`src/rtl/qpu_dtcm_mport_ctrl_pkg.sv`:
```
// qpu_dtcm_mport_ctrl_pkg: shared DTCM port-controller constants and helpers
package qpu_dtcm_mport_ctrl_pkg;
  localparam int QPU_DTCM_NP = 2;
  localparam int QPU_DTCM_DW = 32;
  localparam int QPU_DTCM_AW = 16;
  localparam int QPU_DTCM_DEPTH = 4096;
  localparam int QPU_DTCM_RAW = 12;
  function automatic int aw_lsb(input int dw);
    return $clog2(dw / 8);
  endfunction
endpackage

```
`src/rtl/qpu_dtcm_mport_ctrl_arb.sv`:
```
// qpu_dtcm_mport_ctrl_arb: round-robin one-hot arbiter, pointer moves past the winner on handshake
module qpu_dtcm_mport_ctrl_arb #(
  parameter int NP = 2,
  parameter int IW = 1
) (
  input  logic          clk,
  input  logic          rst_n,
  input  logic [NP-1:0] req_i,
  input  logic          hs_i,
  output logic [NP-1:0] gnt_o,
  output logic [IW-1:0] idx_o
);
  logic [IW-1:0] prio_q, prio_d, k;
  // scan from the farthest port back to the pointer so the closest requester wins
  always_comb begin
    idx_o = '0;
    k = '0;
    for (int i = NP - 1; i >= 0; i--) begin
      k = IW'((int'(prio_q) + i) % NP);
      if (req_i[k]) idx_o = k;
    end
    gnt_o = |req_i ? NP'(1) << idx_o : '0;
    prio_d = hs_i ? IW'((int'(idx_o) + 1) % NP) : prio_q;
  end
  // priority pointer, port 0 first after reset
  always_ff @(posedge clk or negedge rst_n)
    if (!rst_n) prio_q <= '0;
    else prio_q <= prio_d;
endmodule

```
`src/rtl/qpu_dtcm_mport_ctrl.sv`:
```
// qpu_dtcm_mport_ctrl: multi-port ICB front end for a single-port DTCM SRAM with gated RAM clock
module qpu_dtcm_mport_ctrl
  import qpu_dtcm_mport_ctrl_pkg::*;
#(
  parameter int NP = QPU_DTCM_NP,
  parameter int DW = QPU_DTCM_DW,
  parameter int AW = QPU_DTCM_AW,
  parameter int DEPTH = QPU_DTCM_DEPTH,
  parameter int RAW = QPU_DTCM_RAW
) (
  input  logic               clk,
  input  logic               rst_n,
  input  logic               tcm_cgstop,
  input  logic               test_mode,
  input  logic [NP-1:0]      i_icb_cmd_valid,
  output logic [NP-1:0]      i_icb_cmd_ready,
  input  logic [NP-1:0]      i_icb_cmd_read,
  input  logic [NP*AW-1:0]   i_icb_cmd_addr,
  input  logic [NP*DW-1:0]   i_icb_cmd_wdata,
  input  logic [NP*DW/8-1:0] i_icb_cmd_wmask,
  output logic [NP-1:0]      i_icb_rsp_valid,
  input  logic [NP-1:0]      i_icb_rsp_ready,
  output logic [DW-1:0]      i_icb_rsp_rdata,
  output logic               i_icb_rsp_err,
  output logic               ram_cs,
  output logic               ram_we,
  output logic [RAW-1:0]     ram_addr,
  output logic [DW/8-1:0]    ram_wem,
  output logic [DW-1:0]      ram_din,
  input  logic [DW-1:0]      ram_dout,
  output logic               clk_ram,
  output logic               ctrl_active
);
  localparam int MW = DW / 8;
  localparam int AW_LSB = aw_lsb(DW);
  localparam int IW = NP > 1 ? $clog2(NP) : 1;
  logic [NP-1:0] gnt, owner_q, owner_d;
  logic [IW-1:0] gidx;
  logic [AW-1:0] sel_addr;
  logic outstanding_q, outstanding_d, err_q, err_d, rd_q, rd_d;
  logic rsp_hs, can_accept, accept, oob, sel_read, clk_en, clk_en_lat;
  qpu_dtcm_mport_ctrl_arb #(.NP(NP), .IW(IW)) u_arb (
    .clk   (clk),
    .rst_n (rst_n),
    .req_i (i_icb_cmd_valid),
    .hs_i  (accept),
    .gnt_o (gnt),
    .idx_o (gidx)
  );
  assign sel_addr = i_icb_cmd_addr[gidx*AW +: AW];
  assign sel_read = i_icb_cmd_read[gidx];
  assign oob = (32'(sel_addr) >> AW_LSB) >= 32'(DEPTH);
  assign rsp_hs = outstanding_q & |(owner_q & i_icb_rsp_ready);
  assign can_accept = rst_n & (~outstanding_q | rsp_hs);
  assign i_icb_cmd_ready = gnt & {NP{can_accept}};
  assign accept = can_accept & |gnt;
  assign ram_cs = accept & ~oob;
  assign ram_we = ram_cs & ~sel_read;
  assign ram_addr = sel_addr[AW_LSB +: RAW];
  assign ram_wem = ram_we ? i_icb_cmd_wmask[gidx*MW +: MW] : '0;
  assign ram_din = i_icb_cmd_wdata[gidx*DW +: DW];
  assign i_icb_rsp_valid = owner_q & {NP{outstanding_q}};
  assign i_icb_rsp_err = outstanding_q & err_q;
  assign i_icb_rsp_rdata = (outstanding_q & rd_q & ~err_q) ? ram_dout : '0;
  assign ctrl_active = |i_icb_cmd_valid | outstanding_q;
  // a new accept replaces the response slot; otherwise it empties on handshake
  always_comb begin
    outstanding_d = accept | (outstanding_q & ~rsp_hs);
    owner_d = accept ? gnt : owner_q;
    err_d = accept ? oob : err_q;
    rd_d = accept ? sel_read : rd_q;
  end
  // response slot registers
  always_ff @(posedge clk or negedge rst_n)
    if (!rst_n) begin
      outstanding_q <= 1'b0;
      owner_q <= '0;
      err_q <= 1'b0;
      rd_q <= 1'b0;
    end else begin
      outstanding_q <= outstanding_d;
      owner_q <= owner_d;
      err_q <= err_d;
      rd_q <= rd_d;
    end
  assign clk_en = ram_cs | tcm_cgstop | test_mode;
  // enable latch is transparent only while clk is low so the gated clock cannot glitch
  always_latch
    if (!clk) clk_en_lat <= clk_en;
  assign clk_ram = clk & clk_en_lat;
endmodule

```
`config.mk`:
```
export PLATFORM = sky130hd
export DESIGN_NAME = qpu_dtcm_mport_ctrl
export DESIGN_NICKNAME = d
export VERILOG_FILES = /design/src/rtl/qpu_dtcm_mport_ctrl_pkg.sv /design/src/rtl/qpu_dtcm_mport_ctrl_arb.sv /design/src/rtl/qpu_dtcm_mport_ctrl.sv
export SDC_FILE = /design/constraint.sdc
export NUM_CORES = 1
export LEC_CHECK = 0
export BUFFER_PORTS_ARGS = -buffer_cell sky130_fd_sc_hd__buf_2
export CAP_MARGIN = 30
export CORE_AREA = 4 4 89 91
export DETAILED_ROUTE_END_ITERATION = 16
export DIE_AREA = 0 0 93 95
export GPL_TIMING_DRIVEN = 0
export PLACE_DENSITY_LB_ADDON = 0.15
export REMOVE_ABC_BUFFERS = 1
export SETUP_SLACK_MARGIN = 0.02
export SKIP_LAST_GASP = 1
export SYNTH_ARGS = -nofsm -noshare
export SYNTH_HDL_FRONTEND = slang
export SYNTH_SLANG_ARGS = --single-unit
```
`constraint.sdc`:
```
create_clock -name clk -period 2 [get_ports clk]
set_input_delay 0.3 -clock clk [delete_from_list [all_inputs] [get_ports clk]]
set_output_delay 0.3 -clock clk [all_outputs]
set_load 0.02 [all_outputs]
```
==> metrics.md <==
| Metric | Value |
|---|---|
| Outcome | `finished with violations` |
| Failing checks | `setup timing` |
| Share of cells above drive strength 1 | `81.2%` |
| CP endpoint kind | `primary output` |
| Most used flip-flop cell after synthesis | `dfrtp_1` |
| Slew margin rel. | `~60%` |
| CP Cell Sequence | `and2_4 -> buf_6` |
| Clock Skews | `roughly 0.42 ps` |
| Vias/cell | `a little over 4` |
| Most common cell after layout, fill and taps aside | `buf_2` |
| Routed via count | `a little under 2,000` |
| I/O Buffers | `between 200 and 250` |
| DP HPWL | `roughly 5400 µm` |
| Total track usage | `between 10% and 20%` |
| CP max stage delay | `about 390 ps` |
| First-pass GRT wire length | `~9400 µm` |
| CP Class | `latch to primary output` |
| Setup violations, final | `33` |
| DRT Pass-1 Iters | `4` |
| Crit Path Max Fanout | `1` |
| Post-synth ARST share | `a little under nine tenths` |
| Pins Over Slew Limit | `0` |
| Worst skew pair latency | `roughly 330 ps` |
| VDD IR-drop max | `~0.25 mV` |
| Highest-count cells in the layout ignoring fill and taps | `buf_2 (224), mux2_2 (39), and2_1 (36)` |
| Initial antenna violation count | `0` |
| Starting Density | `about 17%` |
| Net count, final | `around 530` |
| Routed len/inst | `between 10 and 15 µm` |
| Area post-placement | `~0.0024 mm²` |
| Pre-CTS WS | `-225 ps` |
| #FFs+latches synth | `7` |
| Syn Area/Cell | `approximately 9.0 µm²` |
| Design Area, Final | `~0.0028 mm²` |
| Area Overhead vs Synth | `133%` |
| Critical path launch point type | `latch` |
| R2R cell count | `4` |
| Die width | `between 90 and 100 µm` |
| Worst slew pin tran | `603 ps` |
| Post-DRT Antenna Nets | `0` |
| LEAKAGE | `between 1.5 and 2 nW` |
| Worst EP arrival | `approximately 2000 ps` |
| Final wirelength | `roughly 6800 µm` |
| TritonCTS clock tree | `built` |
| Die Area | `0.00884 mm²` |
| CORE AREA | `0.00714 mm²` |
| Pin count of the biggest net entering global routing | `26` |
| Synth Cell Area | `around 0.0012 mm²` |
| Critical Path RT | `between 1500 and 2000 ps` |
| Num ports | `between 200 and 250` |
| Post-synthesis cell type count | `28` |
| Overall power | `roughly 2 mW` |
| Die Height | `about 95 µm` |
| Final setup margin | `-293 ps` |
| Number of global-route vias before repair | `between 1,500 and 2,000` |
| Worst-path cell with the longest stage delay | `dlxtn_1` |
| DRC | `0` |
| Min-Delay Path Class | `input port to latch` |
| Warnings, synthesis | `0` |
| Setup TNS | `-1310 ps` |
| Worst-path clk slew | `roughly 40 ps` |
| Final core occ | `39.5%` |
| Floorplan row count | `31` |
| Ant diodes | `0` |
| Max Cap Violations | `0` |
| Hold Fails Final Rpt | `0` |
| Worst hold path stage count | `3` |
| RSZ-0062 raised after global routing | `true` |
| Synthesized instance count | `about 130` |
| Gpl congestion | `roughly 0.76` |
| DRC violation total after the first TritonRoute iteration | `21` |
| GRT overflow | `0` |
| Power per cell area | `708 mW/mm²` |
| Post-synth EDFFs | `0` |
[per-layer routing]
layer	vias up	track usage (%)	share of wire [%]
li1	960	-	-
met1	822	13.6	34
met2	139	25.7	52
met3	6	5.82	13
met4	0	3.42	0.77
met5	-	0	0
[cell usage after synthesis, drive strengths merged (2+ instances only)]
cell type / n / share of area [%]
mux2: 46 / 45
and2: 37 / 19
dfrtp: 6 / 12
buf: 5 / 3.4
nand2: 5 / 2.2
inv: 4 / 1.2
mux2i: 4 / 3.3
nor2: 4 / 1.2
nor3: 4 / 1.7
clkbuf: 3 / 0.93
o21ai: 3 / 1.5
a21oi: 2 / 1.1
o21a: 2 / 1.2
[report_power, final]
group / leakage, nW / internal (mW) / switching [mW]
Combinational: 1.49 / 0.622 / 0.698
Clock: 0.0550 / 0.317 / 0.125
Sequential: 0.0747 / 0.183 / 0.0486
[cells by family (layout without fill, tap and decap cells)]
kind of cell | count (synthesis) | after routing | share of synthesized area [%]
and+or+nand+nor | 54 | 58 | 26.3
muxes | 50 | 50 | 47.9
buffers and inverters | 12 | 252 | 5.58
AOI/OAI and AO/OA | 11 | 11 | 6.51
DFF | 6 | 6 | 12.4
latches | 1 | 1 | 1.24
[layout make-up]
class	instances	area (µm²)
Multi-Input combinational cell	119	1120
Sequential cell	7	166
Inverter	4	15.0
Fill cell	800	4320
Tap cell	99	124
Clock buffer	8	97.6
Timing Repair Buffer	240	1290
[metrics by stage]
step / std cells / hold WS [ps]
2_1_floorplan: 126 / 4.41
3_3_place_gp: 455 / 149
3_5_place_dp: 456 / 151
4_1_cts: 473 / 264
5_1_grt: 477 / 271
6_report: 477 / 266
[final timing paths]
path,start,end,slack (ps)
setup reg to reg,u_arb.prio_q,clk_en_lat,0
setup / recovery,clk_en_lat,clk_ram,-290
max in group asynchronous,rst_n,outstanding_q,1330
hold / removal,test_mode,clk_en_lat,270
min in group asynchronous,rst_n,u_arb.prio_q,420
hold reg to reg,rd_q,rd_q,530
[state kept, by name (all words and copies together), names as in the netlist]
signal,flops
rd_q,1
clk_en_lat,1
err_q,1
outstanding_q,1
owner_q,2
u_arb.prio_q,1
[worst max-delay path: cells and delay by family (launching register included)]
family / cells / cell delay [ps]
latches: 1 / 390
and+or+nand+nor: 1 / 130
buffers and inverters: 1 / 110
[timing repair]
item / CTS / global route
gates resized for setup: 18 / 11
pin swaps: 3 / 1
hold buffers: 1 / 0
setup buffers: 5 / 3
cloned: 4 / 1
hold endpoints to repair: 6 / 0
endpoints found under the setup margin: 79 / 75
Power figures use the tool's default switching activity.
